### config.mk
export PLATFORM = sky130hd
export DESIGN_NAME = mips_multicycle_ctrl_flat
export DESIGN_NICKNAME = d
export VERILOG_FILES = /design/src/rtl/mips_multicycle_ctrl_if.sv /design/src/rtl/mips_multicycle_ctrl.sv /design/src/flat_wrapper.sv
export SDC_FILE = /design/constraint.sdc
export NUM_CORES = 1
export LEC_CHECK = 0
export BUFFER_PORTS_ARGS = -buffer_cell sky130_fd_sc_hd__clkbuf_2
export CORE_AREA = 2 2 50 57
export DETAILED_ROUTE_END_ITERATION = 8
export DIE_AREA = 0 0 52 59
export HOLD_SLACK_MARGIN = 0.08
export PLACE_DENSITY = 0.77
export SLEW_MARGIN = 20
export SYNTH_ARGS = -nofsm -noshare
export SYNTH_HDL_FRONTEND = slang
export SYNTH_SLANG_ARGS = --single-unit
### constraint.sdc
create_clock -name clk -period 2.7 [get_ports clk]
set_clock_uncertainty 0.05 [all_clocks]
set_input_delay 0.135 -clock clk [delete_from_list [all_inputs] [get_ports clk]]
set_output_delay 0.135 -clock clk [all_outputs]
set_load 0.01 [all_outputs]
### src/rtl/mips_multicycle_ctrl_if.sv
// Control/status bundle between the multicycle MIPS controller and its datapath/memory.
// master = controller side, slave = datapath side.
interface mips_multicycle_ctrl_if;
    logic [5:0] Op;
    logic [5:0] Funct;
    logic       Zero;
    logic       mem_ready;
    logic       mem_req;
    logic       MemWrite;
    logic       IRWrite;
    logic       PCEn;
    logic       RegWrite;
    logic       IorD;
    logic       MemtoReg;
    logic       RegDst;
    logic       ALUSrcA;
    logic [1:0] ALUSrcB;
    logic [1:0] ALUOp;
    logic [1:0] PCSrc;
    logic       ExtOp;
    logic       illegal_op;
    logic       bus_err;
    logic [3:0] state;

    modport master (
        input  Op, Funct, Zero, mem_ready,
        output mem_req, MemWrite, IRWrite, PCEn, RegWrite, IorD, MemtoReg, RegDst,
               ALUSrcA, ALUSrcB, ALUOp, PCSrc, ExtOp, illegal_op, bus_err, state
    );

    modport slave (
        output Op, Funct, Zero, mem_ready,
        input  mem_req, MemWrite, IRWrite, PCEn, RegWrite, IorD, MemtoReg, RegDst,
               ALUSrcA, ALUSrcB, ALUOp, PCSrc, ExtOp, illegal_op, bus_err, state
    );
endinterface

### src/rtl/mips_multicycle_ctrl.sv
// Main control FSM for the multicycle MIPS datapath, with a memory ready handshake
// and a per-access timeout that aborts to FETCH with a bus_err pulse.
module mips_multicycle_ctrl #(
    parameter int MEM_TIMEOUT = 255,
    parameter int CNT_W       = 8     // 2**CNT_W must exceed MEM_TIMEOUT
) (
    input  logic                   clk,
    input  logic                   rst,
    mips_multicycle_ctrl_if.master bus
);
    typedef enum logic [3:0] {
        S_FETCH  = 4'd0,
        S_DECODE = 4'd1,
        S_MEMADR = 4'd2,
        S_MEMRD  = 4'd3,
        S_MEMWB  = 4'd4,
        S_MEMWR  = 4'd5,
        S_REX    = 4'd6,
        S_ALUWB  = 4'd7,
        S_BREX   = 4'd8,
        S_IMMEX  = 4'd9,
        S_IMMWB  = 4'd10,
        S_JEX    = 4'd11
    } state_t;

    localparam logic [5:0] OP_R    = 6'b000000;
    localparam logic [5:0] OP_J    = 6'b000010;
    localparam logic [5:0] OP_BEQ  = 6'b000100;
    localparam logic [5:0] OP_BNE  = 6'b000101;
    localparam logic [5:0] OP_ADDI = 6'b001000;
    localparam logic [5:0] OP_ANDI = 6'b001100;
    localparam logic [5:0] OP_ORI  = 6'b001101;
    localparam logic [5:0] OP_LW   = 6'b100011;
    localparam logic [5:0] OP_SW   = 6'b101011;

    localparam logic [CNT_W-1:0] TO_LAST = CNT_W'(MEM_TIMEOUT - 1);

    state_t           state_reg, state_next, cur_state;
    logic [CNT_W-1:0] cnt_reg, cnt_next;
    logic             mem_wait, timeout;
    logic             pc_write, branch, branch_ne;
    logic             unused_funct;

    // Funct is decoded downstream from ALUOp; the FSM never looks at it.
    assign unused_funct = ^bus.Funct;

    // Waiting cycle in a memory state; the last allowed waiting cycle aborts the access.
    assign mem_wait = ((state_reg == S_FETCH) || (state_reg == S_MEMRD) || (state_reg == S_MEMWR))
                      && !bus.mem_ready;
    assign timeout  = mem_wait && (cnt_reg == TO_LAST);

    always_ff @(posedge clk) begin
        if (rst) begin
            state_reg <= S_FETCH;
            cnt_reg   <= '0;
        end else begin
            state_reg <= state_next;
            cnt_reg   <= cnt_next;
        end
    end

    always_comb begin
        state_next = state_reg;
        cnt_next   = cnt_reg;
        case (state_reg)
            S_FETCH:  if (bus.mem_ready) state_next = S_DECODE;
            S_DECODE: begin
                case (bus.Op)
                    OP_LW, OP_SW:              state_next = S_MEMADR;
                    OP_R:                      state_next = S_REX;
                    OP_BEQ, OP_BNE:            state_next = S_BREX;
                    OP_ADDI, OP_ANDI, OP_ORI:  state_next = S_IMMEX;
                    OP_J:                      state_next = S_JEX;
                    default:                   state_next = S_FETCH;
                endcase
            end
            S_MEMADR: state_next = (bus.Op == OP_SW) ? S_MEMWR : S_MEMRD;
            S_MEMRD:  begin
                if (bus.mem_ready)  state_next = S_MEMWB;
                else if (timeout)   state_next = S_FETCH;
            end
            S_MEMWR:  if (bus.mem_ready || timeout) state_next = S_FETCH;
            S_REX:    state_next = S_ALUWB;
            S_BREX:   state_next = S_FETCH;
            S_IMMEX:  state_next = S_IMMWB;
            S_JEX:    state_next = S_FETCH;
            default:  state_next = S_FETCH;
        endcase
        // A timed-out fetch stays in FETCH but must still restart its count.
        if ((state_next != state_reg) || timeout)
            cnt_next = '0;
        else if (mem_wait)
            cnt_next = cnt_reg + CNT_W'(1);
    end

    always_comb begin
        cur_state      = rst ? S_FETCH : state_reg;
        pc_write       = 1'b0;
        branch         = 1'b0;
        branch_ne      = 1'b0;
        bus.mem_req    = 1'b0;
        bus.MemWrite   = 1'b0;
        bus.IRWrite    = 1'b0;
        bus.RegWrite   = 1'b0;
        bus.IorD       = 1'b0;
        bus.MemtoReg   = 1'b0;
        bus.RegDst     = 1'b0;
        bus.ALUSrcA    = 1'b0;
        bus.ALUSrcB    = 2'b00;
        bus.ALUOp      = 2'b00;
        bus.PCSrc      = 2'b00;
        bus.ExtOp      = 1'b0;
        bus.illegal_op = 1'b0;
        bus.bus_err    = 1'b0;
        case (cur_state)
            S_FETCH: begin
                bus.mem_req = 1'b1;
                bus.ALUSrcB = 2'b01;
                bus.IRWrite = bus.mem_ready;
                pc_write    = bus.mem_ready;
                bus.bus_err = timeout;
            end
            S_DECODE: begin
                bus.ALUSrcB    = 2'b11;
                bus.ExtOp      = 1'b1;
                bus.illegal_op = (state_next == S_FETCH);
            end
            S_MEMADR: begin
                bus.ALUSrcA = 1'b1;
                bus.ALUSrcB = 2'b10;
                bus.ExtOp   = 1'b1;
            end
            S_MEMRD: begin
                bus.mem_req = 1'b1;
                bus.IorD    = 1'b1;
                bus.bus_err = timeout;
            end
            S_MEMWB: begin
                bus.RegWrite = 1'b1;
                bus.MemtoReg = 1'b1;
            end
            S_MEMWR: begin
                bus.mem_req  = 1'b1;
                bus.IorD     = 1'b1;
                bus.MemWrite = bus.mem_ready;
                bus.bus_err  = timeout;
            end
            S_REX: begin
                bus.ALUSrcA = 1'b1;
                bus.ALUOp   = 2'b10;
            end
            S_ALUWB: begin
                bus.RegWrite = 1'b1;
                bus.RegDst   = 1'b1;
            end
            S_BREX: begin
                bus.ALUSrcA = 1'b1;
                bus.ALUOp   = 2'b01;
                bus.PCSrc   = 2'b01;
                branch      = 1'b1;
                branch_ne   = bus.Op[0];
            end
            S_IMMEX: begin
                bus.ALUSrcA = 1'b1;
                bus.ALUSrcB = 2'b10;
                bus.ExtOp   = (bus.Op == OP_ADDI);
                bus.ALUOp   = (bus.Op == OP_ADDI) ? 2'b00 : 2'b11;
            end
            S_IMMWB: begin
                bus.RegWrite = 1'b1;
                bus.ExtOp    = (bus.Op == OP_ADDI);
            end
            S_JEX: begin
                bus.PCSrc = 2'b10;
                pc_write  = 1'b1;
            end
            default: ;
        endcase
        // Reset overrides every strobe; cur_state already shows FETCH values.
        if (rst) begin
            bus.mem_req    = 1'b0;
            bus.MemWrite   = 1'b0;
            bus.IRWrite    = 1'b0;
            bus.RegWrite   = 1'b0;
            bus.illegal_op = 1'b0;
            bus.bus_err    = 1'b0;
            pc_write       = 1'b0;
        end
        bus.PCEn  = pc_write | (branch & (bus.Zero ^ branch_ne));
        bus.state = cur_state;
    end
endmodule

### src/flat_wrapper.sv
// flat-port wrapper written by rule: the top's interface ports become plain ports
module mips_multicycle_ctrl_flat 
#(
    parameter int MEM_TIMEOUT = 255,
    parameter int CNT_W       = 8                                        
)
  (clk, rst, bus_Op, bus_Funct, bus_Zero, bus_mem_ready, bus_mem_req, bus_MemWrite, bus_IRWrite, bus_PCEn, bus_RegWrite, bus_IorD, bus_MemtoReg, bus_RegDst, bus_ALUSrcA, bus_ALUSrcB, bus_ALUOp, bus_PCSrc, bus_ExtOp, bus_illegal_op, bus_bus_err, bus_state);
  mips_multicycle_ctrl_if bus_i ();
  input  logic clk;
  input  logic rst;
  input wire logic [$bits(bus_i.Op)-1:0] bus_Op;
  input wire logic [$bits(bus_i.Funct)-1:0] bus_Funct;
  input wire logic [$bits(bus_i.Zero)-1:0] bus_Zero;
  input wire logic [$bits(bus_i.mem_ready)-1:0] bus_mem_ready;
  output wire logic [$bits(bus_i.mem_req)-1:0] bus_mem_req;
  output wire logic [$bits(bus_i.MemWrite)-1:0] bus_MemWrite;
  output wire logic [$bits(bus_i.IRWrite)-1:0] bus_IRWrite;
  output wire logic [$bits(bus_i.PCEn)-1:0] bus_PCEn;
  output wire logic [$bits(bus_i.RegWrite)-1:0] bus_RegWrite;
  output wire logic [$bits(bus_i.IorD)-1:0] bus_IorD;
  output wire logic [$bits(bus_i.MemtoReg)-1:0] bus_MemtoReg;
  output wire logic [$bits(bus_i.RegDst)-1:0] bus_RegDst;
  output wire logic [$bits(bus_i.ALUSrcA)-1:0] bus_ALUSrcA;
  output wire logic [$bits(bus_i.ALUSrcB)-1:0] bus_ALUSrcB;
  output wire logic [$bits(bus_i.ALUOp)-1:0] bus_ALUOp;
  output wire logic [$bits(bus_i.PCSrc)-1:0] bus_PCSrc;
  output wire logic [$bits(bus_i.ExtOp)-1:0] bus_ExtOp;
  output wire logic [$bits(bus_i.illegal_op)-1:0] bus_illegal_op;
  output wire logic [$bits(bus_i.bus_err)-1:0] bus_bus_err;
  output wire logic [$bits(bus_i.state)-1:0] bus_state;
  assign bus_i.Op = bus_Op;
  assign bus_i.Funct = bus_Funct;
  assign bus_i.Zero = bus_Zero;
  assign bus_i.mem_ready = bus_mem_ready;
  assign bus_mem_req = bus_i.mem_req;
  assign bus_MemWrite = bus_i.MemWrite;
  assign bus_IRWrite = bus_i.IRWrite;
  assign bus_PCEn = bus_i.PCEn;
  assign bus_RegWrite = bus_i.RegWrite;
  assign bus_IorD = bus_i.IorD;
  assign bus_MemtoReg = bus_i.MemtoReg;
  assign bus_RegDst = bus_i.RegDst;
  assign bus_ALUSrcA = bus_i.ALUSrcA;
  assign bus_ALUSrcB = bus_i.ALUSrcB;
  assign bus_ALUOp = bus_i.ALUOp;
  assign bus_PCSrc = bus_i.PCSrc;
  assign bus_ExtOp = bus_i.ExtOp;
  assign bus_illegal_op = bus_i.illegal_op;
  assign bus_bus_err = bus_i.bus_err;
  assign bus_state = bus_i.state;
  mips_multicycle_ctrl #(.MEM_TIMEOUT(MEM_TIMEOUT), .CNT_W(CNT_W)) u_core (.clk(clk), .rst(rst), .bus(bus_i));
endmodule
==> reports/metrics.yaml, run 1 <==
postCtsSetupBuffers: 0
synthCells: 153
mostFrequentLayoutCells: "31 x clkbuf_2, 26 x nor2_1, 12 x dfxtp_1"
drt_wl_total_um: 2956
final_util: 0.5708
synth_edf_count: 0
final_nets: 197
drt_first_pass_iters: 4
final_common_cell: "clkbuf_2"
cp_data_required_time_ns: 2.52
fp.dieArea_um2: 3068
place_hpwl_um: 2236
cap_viol_max_count: 0
coreArea_um2: 2449
clock_sinks: 12
cp-start-kind: "flop"
ant_nets: 0
cts_tree: "yes"
finalCritPeriodShare: 0.8285
rsz0062_at_grt: "no"
worst_pin_slew_ns: 0.7367
r2r_cells: 5
ys_ff_latch: 12
p_per_area_nw_per_um2: 308.2
routabilityCongestion: 0.9447
fin_tns_setup_ns: 0
grt_pass1_wl_um: 5188
cts-htree-levels: 1
fmax_mhz: 447.1
synth_compound_area_frac: 0.1896
clockBufferDepth: 2
synth-seq-area-share: 0.1957
clk_transition_reported_paths_ns: 0.07
yosys.area_share.simple: 0.4128
reg2reg_to: "u_core.cnt_reg[1]"
antenna_found_initial: 0
clk-insertion-delay-late_ns: 0.27
drt-vias-per-instance: 5.852
overflow: 0
vdd.ir_drop.worst_mv: 0.2606
fillers: 235
track_usage: 0.2190
syn2layout_area_growth_pct: 13.86
yosys_warnings: 0
wl_per_cell_um: 14.14
num_rows: 19
synth_top_family_by_area: "simple AND/OR/NAND/NOR gates"
avgSynthCellArea_um2: 8.022
die_h_um: 59
worstHoldPathType: "input pin to flop"
fp.dieW_um: 52
setup_viol: 0
leakage_nw: 0.5488
diodes: 0
ys.flop_type: "dfxtp_1"
drtIter0Drc: 51
critPathMaxFanout: 12
grt_max_degree: 20
synthAdderAreaFrac: 0.02039
crit_start: "u_core.state_reg[0]"
setup.worst_path.end: "bus_illegal_op"
placed_cells: 205
drive_above_1_share: 0.3090
ctsResizeCount: 0
synthMuxAreaShare: 0.02956
critPathCaptureType: "output port"
portBuffers: 31
grt_pass1_vias: 1139
postCtsHoldBufs: 0
cts-root-buf: "clkbuf_4"
slew_headroom: 0.5088
r2r_start: "u_core.state_reg[2]"
worstSetupPathType: "flop to output port"
numCtsBuffers: 3
worstPathArrival_ns: 2.05
netlist_area_um2: 1227
hold_violations: 0
slew_viol_final: 0
finalNonFillerCells: 209
pin_count: 38
period_needed_ns: 2.237
start_util: 0.5013
vias: 1223
syn-num-nets: 171
largest_reg_flops: 8
synth-xor-area-share: 0.07849
drc: 0
status: "complete, no violations"
ys_types: 54
postSynth.asyncResetShare: 0
r2r_slack_ns: 0.69
Yosys cell counts, types with 2 or more instances:
library cell	number	area, um2
nor2_1	26	97.59
dfxtp_1	12	240.2
nand2_1	8	30.03
xnor2_1	7	61.31
and3_1	6	37.54
nand3_1	6	30.03
nand4_1	6	37.54
a21oi_1	5	25.02
nor2b_1	5	31.28
nor3_1	5	25.02
inv_1	4	15.01
xor2_1	4	35.03
buf_2	3	15.01
buf_6	3	33.78
clkbuf_1	3	11.26
nor3b_1	3	22.52
o21ai_0	3	15.01
a31oi_1	2	12.51
and4_1	2	17.52
buf_1	2	7.510
ha_1	2	25.02
nor2_2	2	12.51
o31ai_1	2	15.01
or2_2	2	12.51
worst max-delay path, stage by stage (launching register included):
cell and delay [ns]:
dfxtp_1 0.61, inv_1 0.27, nor2_1 0.28, o21a_1 0.16, o21ai_0 0.11, and4_1 0.22, clkbuf_2 0.12
worst min path at each step:
| stage | startpoint | end | slack [ns] | depth (start not counted) |
|---|---|---|---|---|
| CTS | bus_Op[4] | u_core.state_reg[3] | 0.21 | 4 |
| detailed placement | u_core.cnt_reg[7] | u_core.cnt_reg[7] | 0.47 | 2 |
| global placement | u_core.cnt_reg[7] | u_core.cnt_reg[7] | 0.46 | 2 |
| finish | bus_Op[4] | u_core.state_reg[3] | 0.21 | 4 |
| global route | bus_Op[4] | u_core.state_reg[3] | 0.23 | 4 |
| floorplan | bus_Op[1] | u_core.state_reg[2] | 0.29 | 3 |
cell type report:
class | instances | area (um2) | share of cell area
clock buffers | 4 | 36.28 | 0.02596
inverters | 4 | 15.01 | 0.01074
multi-input cells | 125 | 897.1 | 0.6419
flip-flops and latches | 12 | 240.2 | 0.1719
well taps | 31 | 38.79 | 0.02775
repair buffers | 33 | 170.2 | 0.1218
per-layer routing:
layer	wire length (um)	track usage
met5	0	0
met4	21	0.07519
met3	200	0.03788
met2	1416	0.3671
met1	1318	0.2813
where the power goes:
group	internal (mW)	total [mW]	switching (mW)	leakage [nW]
clock network	0.0820	0.141	0.0587	0.0210
logic	0.0397	0.103	0.0632	0.431
registers	0.180	0.187	0.00709	0.0971
through the flow:
stage               hold WS (ns)  instance area (um2)  power, mW  setup WS, ns
global placement          0.4598                 1361     0.2890        0.7685
floorplan                 0.2908                 1227     0.2681        0.9835
global route              0.2327                 1398     0.4622        0.2857
CTS                       0.2078                 1398     0.4385        0.4721
finish                    0.2144                 1398     0.4308        0.4632
detailed placement        0.4694                 1361     0.2930        0.7217
kinds of logic after synthesis:
group           after synthesis
buf+inv                      16
xor+xnor                     11
flops                        12
mux                           3
compound gates               25
simple gates                 84
fa+ha+maj                     2
Power figures use the tool's default switching activity.
==> run 2, diff against run 1 <==
CORE_AREA = 2 2 53 60   (was 2 2 50 57)
DIE_AREA = 0 0 55 62   (was 0 0 52 59)
PLACE_DENSITY = 0.73   (was 0.77)
clock period = 1.9 ns   (was 2.7 ns; I/O delays follow)
==> run 2 against run 1 <==
Routed wire length is 2.6% higher. Register-to-register slack worse by 0.58 ns. Total power is 46% higher. Critical path depth is 1 lower. Final cell count is 8.1% higher. Core utilization is 3.4 points lower. Die area is 11% higher. Count of clock-buffer cells in the layout stayed put. Sequential power is 42% higher. Non-clock buffer count is 14 higher. Design area is 11% higher. Critical path type unchanged. Largest cell class unchanged.
==> reports/metrics.yaml, run 2 (synthesis results as in run 1) <==
placed_cells: 219  # +6.8%
diodes: 0  # unchanged
fmax_mhz: 545.0
final_nets: 211  # +7.1%
die_h_um: 62  # +5.1%
place_ws_ns: -0.006526  # -0.7282 ns
worstPathArrival_ns: 1.69  # -0.36 ns
cts-htree-levels: 1  # unchanged
finalCritPeriodShare: 0.9657
mostFrequentLayoutCells: "30 x clkbuf_2, 24 x nor2_1, 16 x buf_4"
portBuffers: 31  # unchanged
leakage_nw: 0.6274  # +14%
fp.dieArea_um2: 3410  # +11%
grt_pass1_wl_um: 4650  # -10%
worst_pin_slew_ns: 0.4471  # -0.2897 ns
critPathMaxFanout: 9  # -3
numCtsBuffers: 3  # unchanged
pin_count: 38  # unchanged
cap_viol_max_count: 0  # unchanged
fp.dieW_um: 55  # +5.8%
finalPower_mw: 0.6305  # +46%
holdWs_ns: 0.1898  # -0.02455 ns
p_per_area_nw_per_um2: 406.7  # +32%
drt_first_pass_iters: 4  # unchanged
worstSetupPathType: "flop to output port"
cts_tree: "yes"
overflow: 0  # unchanged
setup_viol: 0  # unchanged
cp_cell_sequence: "or2_0 -> o311ai_4 -> o21ai_2 -> and4_1 -> buf_2"
ant_nets: 0  # unchanged
slew_headroom: 0.6978  # +0.1889
clk_transition_reported_paths_ns: 0.07  # about the same
slew_viol_final: 0  # unchanged
drt-vias-per-instance: 5.549  # -5.2%
drtIter0Drc: 26  # -49%
status: "complete, no violations"
cpPeakStageDelay_ns: 0.37  # -0.24 ns
finalNonFillerCells: 226  # +8.1%
drive_above_1_share: 0.4375  # +0.1285
drc: 0  # unchanged
antenna_found_initial: 0  # unchanged
vias: 1254  # +2.5%
wl_per_cell_um: 13.42  # -5.1%
largest_reg_flops: 8  # unchanged
num_rows: 21  # +2
worstHoldPathType: "input pin to flop"
start_util: 0.4247  # -0.07660
routabilityCongestion: 0.8649  # -8.4%
crit_family: "simple AND/OR/NAND/NOR gates"
track_usage: 0.1877  # -0.03125
drt_wl_total_um: 3033  # +2.6%
place_hpwl_um: 2343  # +4.8%
cp-start-kind: "flop"
rsz0062_at_grt: "yes"
critPathSlowestCell: "dfxtp_2"
clk-insertion-delay-late_ns: 0.27  # about the same
cts-root-buf: "clkbuf_4"
hold_violations: 0  # unchanged
fin_ws_ns: 0.06512  # -0.3980 ns
worst-path-buf-inv: 1  # -1
cp_data_required_time_ns: 1.75  # -0.77 ns
clock_sinks: 12  # unchanged
grt_max_degree: 20  # unchanged
grt_pass1_vias: 1077  # -5.4%
final_common_cell: "clkbuf_2"
postCtsHoldBufs: 0  # unchanged
period_needed_ns: 1.835
vdd.ir_drop.worst_mv: 0.3917  # +50%
syn2layout_area_growth_pct: 26.30
fin_tns_setup_ns: 0  # unchanged
critPathCaptureType: "output port"
coreArea_um2: 2890  # +18%
clockBufferDepth: 2  # unchanged
## run 2: changes by cell type in the layout (fill, tap and decap cells not counted), sizes merged
cell	before	now
buf	2	17
clkbuf	35	34
## run 2: area by class of cell
class	instances	area, um2
multi-input cells	125	933.4
clock buffers	4	36.28
flip-flops and latches	12	247.7
repair buffers	47	275.3
well taps	34	42.54
fillers	273	1340
inverters	4	15.01
## run 2: per-stage QoR
| stage | util | instance area, um2 |
|---|---|---|
| 2_1_floorplan | - | 1227 |
| 3_5_place_dp | 0.5009 | 1448 |
| 3_3_place_gp | 0.5009 | 1448 |
| 5_1_grt | 0.5364 | 1550 |
| 6_report | 0.5364 | 1550 |
| 4_1_cts | 0.5160 | 1491 |
## run 2: final timing paths
path,from,to,slack [ns],cells after the start
setup / recovery,u_core.state_reg[3],bus_illegal_op,0.07,5
hold reg to reg,u_core.cnt_reg[3],u_core.cnt_reg[3],0.50,2
setup reg to reg,u_core.state_reg[0],u_core.cnt_reg[1],0.11,5
hold / removal,bus_Op[2],u_core.state_reg[2],0.19,4
## run 2: timing repair
item	CTS	global route
cloned	0	0
resized for setup	5	13
pin swaps	0	4
endpoints found under the setup margin	5	4
buffers inserted	0	4
## run 2: power breakdown
group	switching (mW)	internal [mW]
logic	0.0954	0.0693
registers	0.00892	0.257
clock network	0.0837	0.117
## run 2: worst reg2reg max path: cells and delay by family (launching register included)
| kind | cells | cell delay, ns |
|---|---|---|
| AOI/OAI and AO/OA | 3 | 0.68 |
| and+or+nand+nor | 2 | 0.51 |
| DFF | 1 | 0.47 |
## run 2: routing by layer
| metal | track usage | part of all wire | vias up |
|---|---|---|---|
| met5 | 0 | 0 | - |
| met2 | 0.3418 | 0.50 | 30 |
| met3 | 0.02153 | 0.045 | 4 |
| met1 | 0.2302 | 0.45 | 588 |
| li1 | - | - | 632 |
| met4 | 0.05226 | 0.0073 | 0 |
